[config.mk]
export PLATFORM = sky130hd
export DESIGN_NAME = dcache_controller
export DESIGN_NICKNAME = d
export VERILOG_FILES = /design/src/rtl/dcache_controller.sv
export SDC_FILE = /design/constraint.sdc
export NUM_CORES = 1
export LEC_CHECK = 0
export ABC_AREA = 1
export CAP_MARGIN = 20
export CORE_MARGIN = 1
export CORE_UTILIZATION = 45
export DETAILED_ROUTE_END_ITERATION = 8
export PLACE_DENSITY = 0.68
export SLEW_MARGIN = 20
export SYNTH_ARGS = -nofsm -noshare
export SYNTH_HDL_FRONTEND = slang
export SYNTH_SLANG_ARGS = --single-unit
[constraint.sdc]
create_clock -name clk -period 3.4 [get_ports clk]
set_input_delay 0.68 -clock clk [delete_from_list [all_inputs] [get_ports clk]]
set_output_delay 0.68 -clock clk [all_outputs]
set_load 0.1 [all_outputs]
[src/rtl/dcache_controller.sv]
// Control FSM for the direct-mapped L1 data cache: hit handling, dirty-line writeback,
// line allocation over the L2 word handshake, clflush, and saturating perf counters.
module dcache_controller #(
    parameter int unsigned PERF_CNT_WIDTH = 32
) (
    input  logic                      clk,
    input  logic                      reset,
    input  logic                      pipe_req_valid,
    input  logic [1:0]                pipe_req_type,
    output logic                      pipe_req_fulfilled,
    output logic                      l2_req_valid,
    output logic                      l2_req_store,
    input  logic                      l2_req_fulfilled,
    input  logic                      counter_done,
    input  logic                      valid_block_match,
    input  logic                      valid_dirty_bit,
    output logic                      flush_mode,
    output logic                      load_mode,
    output logic                      clear_selected_dirty_bit,
    output logic                      set_selected_dirty_bit,
    output logic                      perform_write,
    output logic                      clear_selected_valid_bit,
    output logic                      finish_new_line_install,
    output logic                      set_new_l2_block_address,
    output logic                      use_dirty_tag_for_l2_block_address,
    output logic                      reset_counter,
    output logic                      decrement_counter,
    output logic [PERF_CNT_WIDTH-1:0] hit_count,
    output logic [PERF_CNT_WIDTH-1:0] miss_count,
    output logic [PERF_CNT_WIDTH-1:0] writeback_count
);

    typedef enum logic [1:0] {
        IDLE      = 2'd0,
        WRITEBACK = 2'd1,
        ALLOCATE  = 2'd2
    } state_t;

    localparam logic [1:0] REQ_STORE   = 2'b01;
    localparam logic [1:0] REQ_CLFLUSH = 2'b10;

    state_t state, state_next;
    logic   is_store, is_flush;
    logic   hit_inc, miss_inc, wb_inc;

    assign is_store = (pipe_req_type == REQ_STORE);
    assign is_flush = (pipe_req_type == REQ_CLFLUSH);

    always_ff @(posedge clk) begin
        if (reset) begin
            state <= IDLE;
        end else begin
            state <= state_next;
        end
    end

    // Next state and all datapath strobes; everything is held low while reset is high.
    always_comb begin
        state_next                         = state;
        pipe_req_fulfilled                 = 1'b0;
        l2_req_valid                       = 1'b0;
        l2_req_store                       = 1'b0;
        flush_mode                         = 1'b0;
        load_mode                          = 1'b0;
        clear_selected_dirty_bit           = 1'b0;
        set_selected_dirty_bit             = 1'b0;
        perform_write                      = 1'b0;
        clear_selected_valid_bit           = 1'b0;
        finish_new_line_install            = 1'b0;
        set_new_l2_block_address           = 1'b0;
        use_dirty_tag_for_l2_block_address = 1'b0;
        reset_counter                      = 1'b0;
        decrement_counter                  = 1'b0;
        hit_inc                            = 1'b0;
        miss_inc                           = 1'b0;
        wb_inc                             = 1'b0;

        if (!reset) begin
            case (state)
                IDLE: begin
                    if (pipe_req_valid) begin
                        if (is_flush) begin
                            if (valid_block_match && valid_dirty_bit) begin
                                set_new_l2_block_address           = 1'b1;
                                use_dirty_tag_for_l2_block_address = 1'b1;
                                reset_counter                      = 1'b1;
                                state_next                         = WRITEBACK;
                            end else if (valid_block_match) begin
                                clear_selected_valid_bit = 1'b1;
                                pipe_req_fulfilled       = 1'b1;
                            end else begin
                                pipe_req_fulfilled = 1'b1;
                            end
                        end else if (valid_block_match) begin
                            pipe_req_fulfilled = 1'b1;
                            hit_inc            = 1'b1;
                            if (is_store) begin
                                perform_write          = 1'b1;
                                set_selected_dirty_bit = 1'b1;
                            end
                        end else if (valid_dirty_bit) begin
                            set_new_l2_block_address           = 1'b1;
                            use_dirty_tag_for_l2_block_address = 1'b1;
                            reset_counter                      = 1'b1;
                            state_next                         = WRITEBACK;
                        end else begin
                            set_new_l2_block_address = 1'b1;
                            reset_counter            = 1'b1;
                            miss_inc                 = 1'b1;
                            state_next               = ALLOCATE;
                        end
                    end
                end

                WRITEBACK: begin
                    flush_mode   = 1'b1;
                    l2_req_valid = 1'b1;
                    l2_req_store = 1'b1;
                    if (l2_req_fulfilled) begin
                        if (!counter_done) begin
                            decrement_counter = 1'b1;
                        end else begin
                            clear_selected_dirty_bit = 1'b1;
                            wb_inc                   = 1'b1;
                            if (is_flush) begin
                                clear_selected_valid_bit = 1'b1;
                                pipe_req_fulfilled       = 1'b1;
                                state_next               = IDLE;
                            end else begin
                                set_new_l2_block_address = 1'b1;
                                reset_counter            = 1'b1;
                                miss_inc                 = 1'b1;
                                state_next               = ALLOCATE;
                            end
                        end
                    end
                end

                ALLOCATE: begin
                    load_mode    = 1'b1;
                    l2_req_valid = 1'b1;
                    if (l2_req_fulfilled) begin
                        perform_write = 1'b1;
                        if (!counter_done) begin
                            decrement_counter = 1'b1;
                        end else begin
                            // Request is re-evaluated as a hit on the following IDLE cycle.
                            finish_new_line_install  = 1'b1;
                            clear_selected_dirty_bit = 1'b1;
                            state_next               = IDLE;
                        end
                    end
                end

                default: begin
                    state_next = IDLE;
                end
            endcase
        end
    end

    // Saturating performance counters.
    always_ff @(posedge clk) begin
        if (reset) begin
            hit_count       <= '0;
            miss_count      <= '0;
            writeback_count <= '0;
        end else begin
            if (hit_inc && (hit_count != '1)) begin
                hit_count <= hit_count + PERF_CNT_WIDTH'(1);
            end
            if (miss_inc && (miss_count != '1)) begin
                miss_count <= miss_count + PERF_CNT_WIDTH'(1);
            end
            if (wb_inc && (writeback_count != '1)) begin
                writeback_count <= writeback_count + PERF_CNT_WIDTH'(1);
            end
        end
    end

endmodule

# Word-level counts from Yosys, hierarchy flattened
# Cells that the tools add are included.
# totals
mem_bits_ro	0
ramBits	0
n_memories	0
latch_bits	0
register_bits	98
input_bits	9
# classes
multipliers	0
n_lt_le_gt_ge	0
reduce_logical	7
bitwise	0
muxes	77
n_shift	0
div	0
n_addsub	3
n_eq_ne	14
# ops
op	count
32-bit by 1-bit adder with 32-bit output, second input constant	3
32-bit inequality test, second input constant	3
1-bit two-way mux	61
2-bit two-way mux	10
2-bit inequality test, second input constant	5
1-bit one-hot mux with 2 select lines	5
7-bit AND reduction	1
3-bit inequality test, second input constant	2
2-bit one-hot mux with 3 select lines	1
2-bit by 1-bit equality test with 1-bit output, second input constant	2
2-bit equality test, second input constant	2
1-bit logical AND	4
2-bit logical NOT	1
2-bit OR reduction	1

# Longest topological paths before layout
# Gate-level depths: netlist of run 1.
# depth
ltp_word	7
mapped_depth	12
depth_no_buf	12

# Worst setup path after synthesis of run 1
# OpenSTA, ideal clock, no wires.
# synth_path
path_type	input-to-output
from	input reset
to	output decrement_counter
slack_ns	-0.932
arrival_ns	3.652
stages	5
n_path_buf	2
required_ns	2.720
path_cell_list	buf_6 clkbuf_8 nor2_1 nand2_1 nor2_1
# synth_via
elab_chain_len	1
# synth_rtl
item	line_no	source
start, declared	7	input logic reset,
1-bit two-way mux	78	if (!reset) begin
end, declared	27	output logic decrement_counter,
# No other way between the ends.

# Worst setup path in the final report of run 1
# layout_path
from	input pipe_req_type[0]
to	output set_new_l2_block_address
# layout_via
elab_chain_len	6
word_cells_on_any_way	8
cone_classes	1 x eq/ne; 7 x mux
# layout_rtl
item	line_no	source
start, declared	9	input logic [1:0] pipe_req_type,
2-bit equality test (*)	47	assign is_flush = (pipe_req_type == REQ_CLFLUSH);
1-bit two-way mux	125	if (is_flush) begin
1-bit two-way mux	120	if (!counter_done) begin
1-bit two-way mux	119	if (l2_req_fulfilled) begin
1-bit one-hot mux with 2 select lines (*)	79	case (state)
1-bit two-way mux (*)	78	
end, declared	24	output logic set_new_l2_block_address,
# Every way passes the cells marked *; elsewhere a longest branch is shown, timed or not.

==> impl_metrics.env, run 1 <==
export IMPL_root_buffer="clkbuf_16"
export IMPL_p_leak_nw=3.165
export IMPL_status="completed"
export IMPL_antenna_found_initial=0
export IMPL_register_area_um2=1962
export IMPL_reg2reg_depth=10
export IMPL_p_sw_mw=1.010
export IMPL_cts_setup_buffers=0
export IMPL_clockBufferDepth=2
export IMPL_fin_crit_ns=3.009
export IMPL_cts_made_buffers=9
export IMPL_hold_path_class="flip-flop to flip-flop"
export IMPL_via_per_inst=4.916
export IMPL_min_path_cells=2
export IMPL_hold_buffers=0
export IMPL_drtIter0Drc=461
export IMPL_area_growth_pct=20.64
export IMPL_layoutNonFillerInstCount=1411
export IMPL_reg2reg_to="hit_count[13]"
export IMPL_gp_congestion=0.9413
export IMPL_worstPathArrival_ns=2.33
export IMPL_synth_area_um2=6661
export IMPL_vias=6936
export IMPL_clock_sinks=98
export IMPL_setup_viol=0
export IMPL_crit_type="primary input to primary output"
export IMPL_startpoint_type="primary input"
export IMPL_grt_first_pass_wirelength_um=29540
export IMPL_detail_route_first_pass_iterations=5
export IMPL_multi_input_area_um2=4089
export IMPL_initial_utilization_pct=46.01
export IMPL_die_w_um=123.7
export IMPL_holdCritStartpoint="state[1]"
export IMPL_ant_nets=0
export IMPL_synth_cells=1117
export IMPL_clock_latency_ns=0.36
export IMPL_synth_seq_cells=98
export IMPL_fin_skew_ns=0.007923
export IMPL_holdPathEnd="state[1]"
export IMPL_die_y_um=123.7
export IMPL_htree_levels=3
export IMPL_share_seq_of_total_power_pct=40.8
export IMPL_critPathMaxFanout=6
export IMPL_maxSlewViolCount=0
export IMPL_dieArea_um2=15290
export IMPL_critPathMaxStageDelay_ns=0.44
export IMPL_critPathRequiredTime_ns=2.72
export IMPL_hpwlAfterDp_um=13810
export IMPL_placedCellCount=1395
export IMPL_diodes=0
export IMPL_ios=119
export IMPL_wl_um=18240
export IMPL_internal_power_mw=1.926
export IMPL_yosysTopAreaCellShare_pct=29.45
export IMPL_p_comb_share_pct=22.8
export IMPL_rsz0062_at_grt="false"
export IMPL_post_cts_resized=0
export IMPL_hold_viol_final=0
export IMPL_crit_path_top_delay_cell="clkdlybuf4s50_1"
export IMPL_io_buffers=118
export IMPL_drc=0
export IMPL_rows=44
export IMPL_synthTopCellsByArea="dfxtp_1 29%, nand2_1 23%, nor2_1 12%"
export IMPL_grt_overflow=0
export IMPL_fin_crit_sh_pct=88.49
export IMPL_pwr_share_clk_pct=36.4
export IMPL_worst_setup_path_end_kind="primary output"
export IMPL_synth_warnings=0
export IMPL_yosysUniqueCellTypes=32
export IMPL_syn_nets=1132
export IMPL_cts_tree="yes"
export IMPL_grt_pass1_vias=6120
export IMPL_postPlaceCellArea_um2=7732
export IMPL_yosysTopAreaCell="dfxtp_1"
export IMPL_worst_pin_slew_ns=0.4981
export IMPL_p_per_area_nw_per_um2=365.3
export IMPL_syn_avg_cell_area_um2=5.964
export IMPL_crit_chain="clkdlybuf4s50_1 > inv_1 > nand2_1 > nand2_1 > inv_1 > nor2_1 > nand3_1 > a21oi_2 > buf_12"
export IMPL_relSlewSlack_pct=66.67
export IMPL_final_cell_area_um2=8036
export IMPL_nFillCells=1519
export IMPL_p_sw_share_pct=34.40
export IMPL_ir_drop_v=0.0002683
export IMPL_r2r_slack_ns=1.08
export IMPL_ys_seq_area_share_pct=29.45
export IMPL_drive_gt1_share_pct=15.81
export IMPL_cts_reportedPaths_clkPinSlew_ns=0.07
export IMPL_post_drt_wl_per_cell_um=12.92
export IMPL_grt_usage_pct=24.65
export IMPL_coreArea_um2=14480
export IMPL_r2r_start="hit_count[0]"
export IMPL_grt_max_degree=34
export IMPL_nNetsFinal=1237
export IMPL_fmax_mhz=332.4
export IMPL_maxCapViolCount=0
## power by group through the flow
stage	registers (mW)	clock network [mW]	logic, mW
global placement	1.23	0	0.666
floorplan	1.32	0	0.433
detailed placement	1.23	0	0.669
finish	1.20	1.07	0.670
CTS	1.20	1.09	0.671
global route	1.20	1.14	0.719
## sequential cells by signal (all words and copies together), names as in the netlist
signal,count
state,2
hit_count,32
writeback_count,32
miss_count,32
## synthesized netlist by cell type
master,instances
nand2_1,414
nor2_1,212
dfxtp_1,98
inv_1,98
nand3_1,56
a21oi_1,50
xor2_1,25
o21ai_0,21
nand4_1,20
a21oi_2,19
xnor2_1,17
nand2_2,14
nor3_1,10
buf_2,9
clkbuf_1,6
ha_1,6
nor2_2,6
nand2_4,5
buf_4,4
buf_6,4
inv_2,4
nor2_4,4
buf_12,3
buf_1,2
clkbuf_8,2
nor2_8,2
a21boi_0,1
a22oi_1,1
and2_1,1
dlygate4sd1_1,1
nand3b_1,1
o21ai_1,1
## worst max-delay path, delay by kind of cell
family,cells,cell delay (ns)
AO/OA/AOI/OAI,1,0.32
AND/OR/NAND/NOR,4,0.55
buffers and inverters,4,0.77
## cell type report
cell class	instances	area share, %
multi-input combinational	886	50.88
sequential	98	24.41
timing repair buffer	125	13.30
inverter	102	4.764
clock buffer	10	2.974
tap	184	2.865
clock inverter	6	0.8096
## cells by family after synthesis
logic type      after synthesis  share of synthesized area (%)
buf+inv                     133                          9.448
simple gates                745                          46.32
fa+ha+maj                     6                          1.127
xor+xnor                     42                          5.522
flops                        98                          29.45
compound gates               93                          8.133
## metrics by stage
step | total power, mW | TNS, ns | hold WS (ns) | setup slack, ns | utilization [%]
floorplan | 1.749 | -0.6137 | 0.4671 | -0.2972 | -
global placement | 1.892 | 0 | 0.4972 | 0.3945 | 53.40
detailed placement | 1.895 | 0 | 0.5025 | 0.4010 | 53.40
CTS | 2.964 | 0 | 0.5110 | 0.3965 | 55.50
global route | 3.064 | 0 | 0.5335 | 0.2579 | 55.50
finish | 2.936 | 0 | 0.5091 | 0.3915 | 55.50
## layout by cell type (no fill, tap or decap), drive strengths merged
cell type      netlist  layout
a21boi               1       1
a21oi               69      69
a22oi                1       1
and2                 1       1
buf                 22     118
bufinv               0       1
clkbuf               8      10
clkdlybuf4s50        0       7
clkinv               0       3
clkinvlp             0       1
dfxtp               98      98
ha                   6       6
inv                102     103
nand2              433     433
nand3               56      56
nand3b               1       1
nand4               20      20
nor2               224     224
nor3                10      10
o21ai               22      22
xnor2               17      17
xor2                25      25
## how the worst max path moves through the flow
stage	startpoint	to	slack (ns)	cells past startpoint
after floorplan	reset	clear_selected_dirty_bit	-0.30	3
after global placement	pipe_req_type[0]	set_new_l2_block_address	0.39	9
after detailed placement	pipe_req_type[0]	set_new_l2_block_address	0.40	9
after CTS	pipe_req_type[0]	set_new_l2_block_address	0.40	9
after global routing	pipe_req_type[0]	reset_counter	0.26	9
final	pipe_req_type[0]	set_new_l2_block_address	0.39	9
## layer usage
metal | wire, um | track usage [%] | vias to the layer above
met5 | 0 | 0 | -
met4 | 397 | 9.413 | 0
met3 | 922 | 4.945 | 26
met2 | 7983 | 38.68 | 159
met1 | 8933 | 33.11 | 3079
li1 | - | - | 3672
Power figures use the tool's default switching activity.
==> run 2: changes to the inputs <==
clock period = 3.8 ns   (was 3.4 ns; I/O delays follow)
==> impl_metrics.env, run 2 (synthesis gave the netlist of run 1 again) <==
export IMPL_rows=44
export IMPL_io_buffers=118
export IMPL_cts_setup_buffers=0
export IMPL_hold_path_class="flip-flop to flip-flop"
export IMPL_maxSlewViolCount=0
export IMPL_critPathMaxStageDelay_ns=0.51
export IMPL_critPathRequiredTime_ns=3.04
export IMPL_fin_skew_ns=0.004043
export IMPL_drive_gt1_share_pct=7.604
export IMPL_maxCapViolCount=0
export IMPL_fin_tns_setup_ns=0
export IMPL_use_met1_pct=33.28
export IMPL_cts_reportedPaths_clkPinSlew_ns=0.06
export IMPL_ios=119
export IMPL_final_util_pct=56.56
export IMPL_busiest_layer="met2"
export IMPL_vias=6959
export IMPL_hold_viol_final=0
export IMPL_mostFrequentLayoutCell="nand2_1"
export IMPL_dieArea_um2=15290
export IMPL_clockBufferDepth=2
export IMPL_cp_common_cell="nand2_1"
export IMPL_grt_max_degree=53
export IMPL_crit_path_top_delay_cell="clkdlybuf4s50_1"
export IMPL_p_leak_nw=2.937
export IMPL_ant_nets=0
export IMPL_use_met2_pct=36.98
export IMPL_rsz0062_at_grt="false"
export IMPL_drc=0
export IMPL_die_w_um=123.7
export IMPL_r2r_start="hit_count[0]"
export IMPL_hold_buffers=0
export IMPL_die_y_um=123.7
export IMPL_setup_worst_path_start="pipe_req_type[1]"
export IMPL_via_per_inst=4.946
export IMPL_worst_pin_slew_ns=1.020
export IMPL_clock_sinks=98
export IMPL_crit_type="primary input to primary output"
export IMPL_crit_family="buffers and inverters"
export IMPL_ir_drop_v=0.0002656
export IMPL_initial_utilization_pct=46.01
export IMPL_drtIter0Drc=465
export IMPL_cts_tree="yes"
export IMPL_antenna_found_initial=0
export IMPL_startpoint_type="primary input"
export IMPL_grt_first_pass_wirelength_um=28860
export IMPL_grt_overflow=0
export IMPL_htree_levels=3
export IMPL_grt_pass1_vias=5935
export IMPL_worst_setup_path_end_kind="primary output"
export IMPL_clock_latency_ns=0.35
export IMPL_post_drt_wl_per_cell_um=12.72
export IMPL_detail_route_first_pass_iterations=5
export IMPL_layout_setup_ws_ns=0.6075
export IMPL_finalPower_mw=2.514
export IMPL_relSlewSlack_pct=31.81
export IMPL_nNetsFinal=1235
export IMPL_fmax_mhz=313.2
export IMPL_worstPathArrival_ns=2.43
export IMPL_p_per_area_nw_per_um2=307.0
export IMPL_fin_crit_ns=3.192
export IMPL_dp_slack_ns=0.5878
export IMPL_post_cts_resized=0
export IMPL_critPathMaxFanout=6
export IMPL_gp_congestion=0.9208
export IMPL_crit_chain="clkdlybuf4s50_1 > nand2_1 > nand2_1 > inv_1 > nor2_1 > nand3_1 > a21oi_2 > buf_12"
export IMPL_grt_usage_pct=24.22
export IMPL_fin_crit_sh_pct=84.01
export IMPL_diodes=0
export IMPL_hpwlAfterDp_um=13420
export IMPL_reg_largest_list="hit_count: 32 flops, miss_count: 32 flops, writeback_count: 32 flops"
export IMPL_use_met3_pct=6.044
export IMPL_wl_um=17900
export IMPL_setup_viol=0
export IMPL_critPathBufInv=3
export IMPL_status="completed"
export IMPL_area_growth_pct=22.93
export IMPL_final_cell_mix="414 x nand2_1, 209 x nor2_1, 103 x clkdlybuf4s50_1"
export IMPL_holdCritStartpoint="state[1]"
export IMPL_cts_made_buffers=9
export IMPL_root_buffer="clkbuf_16"
export IMPL_coreArea_um2=14480
-- run 2: cell count changes in the layout (fill, tap and decap cells not counted), sizes merged --
cell	change
buf	-98
bufinv	-1
clkdlybuf4s50	+96
clkinv	+1
clkinvlp	-1
inv	-1
-- run 2: worst paths after layout --
check | to | slack, ns | cells past startpoint
worst max-delay path | reset_counter | 0.61 | 8
worst min-delay path | state[1] | 0.51 | 2
worst max register to register | hit_count[30] | 1.47 | 10
worst min register to register | state[1] | 0.51 | 2
-- run 2: report_power, final --
| group | internal [mW] | switching (mW) |
|---|---|---|
| registers | 1.05 | 0.0240 |
| logic | 0.143 | 0.447 |
| clock network | 0.450 | 0.401 |
| total | 1.64 | 0.872 |
-- run 2: stage by stage --
step	std cells	hold WS [ns]	cell area [um^2]
after global placement	1393	0.4944	7930
after global routing	1407	0.5305	8189
after CTS	1407	0.5091	8189
after floorplan	1117	0.4671	6678
after detailed placement	1393	0.5001	7930
final	1407	0.5053	8189
-- run 2: area by class of cell --
type / instances / area [um^2]
Sequential cell: 98 / 1962
Tap cell: 184 / 230.2
Clock inverter: 4 / 20.02
Inverter: 102 / 382.9
Clock buffer: 10 / 239.0
Timing Repair Buffer: 123 / 1269
Multi-Input combinational cell: 886 / 4086
Fill cell: 1492 / 6290
-- run 2: routing by layer --
layer  part of all wire [%]  up-vias  routed length, um
met1                     49     3100               8797
li1                       -     3665                  -
met3                    5.9       26               1053
met5                      0        -                  0
met2                     43      168               7728
met4                    1.8        0                316
-- run 2: tightest hold or removal path, stage by stage, from the launching register on --
cell	delay, ns
dfxtp_1	0.32
nor2_1	0.10
nor2_1	0.04
==> RTL change 1 (settings of run 2) <==
The parameter `PERF_CNT_WIDTH` goes from 32 to 36.
--- a/src/rtl/dcache_controller.sv
+++ b/src/rtl/dcache_controller.sv
@@ -2,5 +2,5 @@
 // line allocation over the L2 word handshake, clflush, and saturating perf counters.
 module dcache_controller #(
-    parameter int unsigned PERF_CNT_WIDTH = 32
+    parameter int unsigned PERF_CNT_WIDTH = 36
 ) (
     input  logic                      clk,
Ports: changed (resized hit_count, miss_count and writeback_count); port bits go from 119 to 131. No check against the original RTL was run, so the function may have changed too.
==> RTL change 1 against run 2 <==
The flow now finishes with violations (DRC); total power is 20% higher; synthesized area rose by 9.4%; critical path type unchanged; sequential cell count grew 12; clock skew rose by 7.5 ps; global-route usage increased by 1.4 points; non-clock buffer count rose by 11; routed wire length up 17%; setup slack worse by 100 ps; cell area grew 11%.
==> RTL change 1: results <==
set metrics [dict create \
    status "complete, but fails checks" \
    violations "DRC" \
    post_drt_via_cell_ratio 5.06 \
    yosysUniqueCellTypes 41 \
    grt_pass1_vias 6828 \
    syn_nets 1242 \
    cp.arrival_ps 2530 \
    relSlewSlack_pct 25.6 \
    p_switching_mw 1.10 \
    reg_top3 "hit_count: 36 flops, miss_count: 36 flops, writeback_count: 36 flops" \
    initial_core_util_pct 46.0 \
    dr.pass1.iters 7 \
    portBuffers 130 \
    grt_start_max_net_pins 62 \
    final_nets 1354 \
    grt_usage_pct 25.6 \
    dpl.hpwl_mm 15.6 \
    clkLatencyLatePin_ps 360 \
    drt-total-wl_mm 20.9 \
    p_leak_nw 3.44 \
    slowest_delay_ps 450 \
    synthTopCellsByArea "dfxtp_1 30%, nand2_1 20%, nor2_1 14%, nand3_1 6.5%, inv_1 5.2%" \
    numCtsBuffers 9 \
    route.detailed.drc 1 \
    synthTopCellsByCount "386 x nand2_1, 274 x nor2_1, 110 x dfxtp_1" \
    drive_gt1_share_pct 6.25 \
    globalplace.congestion 0.911 \
    ys_seq_area_share_pct 30.2 \
]
==> RTL change 1: path summary, 6_finish.rpt <==
kind	start	end	slack [ps]	cells after the start
setup / recovery	pipe_req_type[0]	set_new_l2_block_address	510	10
hold / removal	state[1]	state[1]	510	2
setup reg to reg	hit_count[1]	hit_count[2]	1260	10
hold reg to reg	state[1]	state[1]	510	2
==> RTL change 1: logic make-up after synthesis <==
kind of cell               count (synthesis)  synth area share, %
xor gates and xnor gates                  33                 3.97
and+or+nand+nor                          830                 48.3
adders and majority gates                  6                 1.03
buffers and inverters                    137                 8.10
AOI/OAI and AO/OA                        111                 8.39
DFF                                      110                 30.2
==> RTL change 1: worst reg2reg max path, stage by stage, from the launching register on <==
cell and delay [ps]:
dfxtp_1 410, ha_1 250, nand2_1 90, nor2_1 200
nand2_2 120, nor2_4 250, nand3_4 330, nand2_2 320
inv_1 250, a21oi_1 180, nor2_1 50
==> RTL change 1: power groups by stage <==
stage / Sequential, mW / Clock (mW) / Combinational [mW]
floorplan: 1.44 / 0 / 0.424
global placement: 1.26 / 0 / 0.777
detailed placement: 1.26 / 0 / 0.783
CTS: 1.23 / 1.03 / 0.784
global route: 1.24 / 1.07 / 0.841
finish: 1.23 / 1.01 / 0.783
==> RTL change 1: layout make-up <==
class	instances	area (sq um)
well taps	216	270
flip-flops and latches	110	2200
repair buffers	134	1380
fillers	1605	6760
multi-input cells	980	4520
clock inverters	4	55.1
inverters	104	393
clock buffers	12	256
==> RTL change 1: stage by stage <==
step / instance area, sq um / std cells / TNS, ps / power [mW] / setup WS (ps)
6_report: 9070 / 1560 / 0 / 3.03 / 506
5_1_grt: 9070 / 1560 / 0 / 3.15 / 291
4_1_cts: 9070 / 1560 / 0 / 3.05 / 477
3_5_place_dp: 8760 / 1544 / 0 / 2.04 / 484
3_3_place_gp: 8760 / 1544 / 0 / 2.04 / 531
2_1_floorplan: 7310 / 1227 / -562 / 1.87 / -191
==> RTL change 1: metal layers <==
metal	track usage, %	part of all wire (%)
met5	0	0
met4	8.51	1.7
met3	3.10	5.0
met2	40.9	44
met1	35.8	49
==> RTL change 2 (config.mk and constraints of run 2) <==
Without the edit above. Put one more register stage on the output `miss_count`. The value now appears one clock later. The other outputs are not delayed to match.
--- a/src/rtl/dcache_controller.sv
+++ b/src/rtl/dcache_controller.sv
@@ -39,4 +39,6 @@
     localparam logic [1:0] REQ_STORE   = 2'b01;
     localparam logic [1:0] REQ_CLFLUSH = 2'b10;
+
+    logic [PERF_CNT_WIDTH-1:0] miss_count_s0;
 
     state_t state, state_next;
@@ -164,5 +166,5 @@
         if (reset) begin
             hit_count       <= '0;
-            miss_count      <= '0;
+            miss_count_s0   <= '0;
             writeback_count <= '0;
         end else begin
@@ -170,6 +172,6 @@
                 hit_count <= hit_count + PERF_CNT_WIDTH'(1);
             end
-            if (miss_inc && (miss_count != '1)) begin
-                miss_count <= miss_count + PERF_CNT_WIDTH'(1);
+            if (miss_inc && (miss_count_s0 != '1)) begin
+                miss_count_s0 <= miss_count_s0 + PERF_CNT_WIDTH'(1);
             end
             if (wb_inc && (writeback_count != '1)) begin
@@ -179,4 +181,8 @@
     end
 
+    always_ff @(posedge clk) begin
+        miss_count <= miss_count_s0;
+    end
+
 endmodule
 
Check against the original RTL: not equivalent (Yosys sat finds a counterexample within 4 cycles, from zero or initial values and one cycle with reset high).
==> RTL change 2 against run 2 <==
Sequential share of layout area rose by 3.9 points; sequential cell count rose by 32; register-to-register slack got worse by 100 ps; setup slack improved by 15 ps; combinational power fell by 13%; synthesized area rose by 10%; critical endpoint is now clear_selected_valid_bit; total power rose by 49%; clock power rose by 120%; routed wire length rose by 6.7%; clock skew rose by 4.1 ps; largest cell class unchanged; highest routed layer unchanged; cell area rose by 14%.
==> RTL change 2: results <==
set metrics [dict create \
    grt_pass1_vias 6648 \
    grt_pass1_wl_mm 31.8 \
    grt_start_max_net_pins 41 \
    min_from "miss_count_s0[0]" \
    hold_path.class "reg -> reg" \
    grt_usage_pct 23.9 \
    numCtsBuffers 17 \
    avgRoutedWirePerCell_microns 12.8 \
    dr.pass1.iters 7 \
    synthTopCellsByCount "410 x nand2_1, 195 x nor2_1, 130 x dfxtp_1" \
    place_ws_ps 638 \
    syn_nets 1163 \
    status "completed" \
    synth_adder_area_share_pct 1.02 \
    post_drt_via_cell_ratio 4.87 \
    switching_share_pct 27.6 \
    dpl.hpwl_mm 14.1 \
    drt_first_iter_violations 419 \
    portBuffers 118 \
    relSlewSlack_pct 33.8 \
    placedCellCount 1458 \
    vdd_ir_drop_max_uv 343 \
    antenna_found_initial 0 \
    p_leak_nw 3.30 \
    final_nets 1276 \
    path_max_fanout 4 \
    clkLatencyLatePin_ps 420 \
    globalplace.congestion 0.913 \
    drive_gt1_share_pct 9.97 \
    ys_seq_area_share_pct 35.5 \
    yosysUniqueCellTypes 29 \
    synth_top_family_by_area "simple AND/OR/NAND/NOR gates" \
    avgSynthCellArea_sq_um 6.39 \
    synthTopCellsByArea "dfxtp_1 35%, nand2_1 21%, nor2_1 10%, inv_1 5.1%, nand3_1 4.1%" \
    skew_ps 8.15 \
    rr_startpoint "writeback_count[0]" \
    vias 7250 \
    synthXorXnorAreaFrac_pct 5.02 \
    cts_max_level 4 \
    synth_compound_area_share_pct 7.51 \
]
RTL change 2: cell types whose count changed in the layout (fill, tap and decap cells not counted), moves of 5 or more:
| cell | change |
|---|---|
| nand2_2 | +12 |
| bufinv_16 | +5 |
| dfxtp_1 | +32 |
| a21oi_1 | +5 |
| nor2_1 | -17 |
| clkbuf_16 | +8 |
RTL change 2: cells by family after synthesis:
group / after synthesis
xor+xnor: 42
simple gates: 740
compound gates: 94
fa+ha+maj: 6
flops: 130
buf+inv: 136
RTL change 2: area by class of cell:
class / instances / area (sq um) / share of cell area, %
Clock buffer: 21 / 460 / 4.93
Clock inverter: 11 / 200 / 2.14
Inverter: 105 / 394 / 4.22
Multi-Input combinational cell: 882 / 4120 / 44.2
Sequential cell: 130 / 2600 / 27.9
Tap cell: 216 / 270 / 2.90
Timing Repair Buffer: 125 / 1280 / 13.8
RTL change 2: layer usage:
| metal | routed length, microns | GRT usage (%) |
|---|---|---|
| met3 | 821 | 3.84 |
| met4 | 425 | 9.71 |
| met5 | 0 | 0 |
| met1 | 8650 | 29.6 |
| met2 | 9210 | 41.1 |
RTL change 2: worst paths after layout:
kind / endpoint / slack, ps / cells past startpoint
setup / recovery: clear_selected_valid_bit / 620 / 6
hold / removal: miss_count[0] / 390 / 0
setup reg to reg: writeback_count[11] / 1370 / 10
hold reg to reg: miss_count[0] / 390 / 0
RTL change 2: worst max-delay path, cell delays in order:
cell             delay (ps)
clkdlybuf4s50_1         490
inv_1                    60
nor2_1                  280
nand4_1                 260
a21oi_1                 340
buf_12                  220
RTL change 2: power by group through the flow:
stage          logic (mW)  registers (mW)  clock network, mW
3_5_place_dp        0.514            1.42                  0
4_1_cts             0.515            1.39               1.86
5_1_grt             0.546            1.39               1.92
3_3_place_gp        0.511            1.42                  0
6_report            0.514            1.39               1.84
2_1_floorplan       0.372            1.45                  0
RTL change 2: through the flow:
step / area [sq um] / util, %
after CTS: 9340 / 58.8
final: 9340 / 58.8
after floorplan: 7350 / -
after global placement: 8670 / 54.6
after detailed placement: 8670 / 54.6
after global routing: 9340 / 58.8
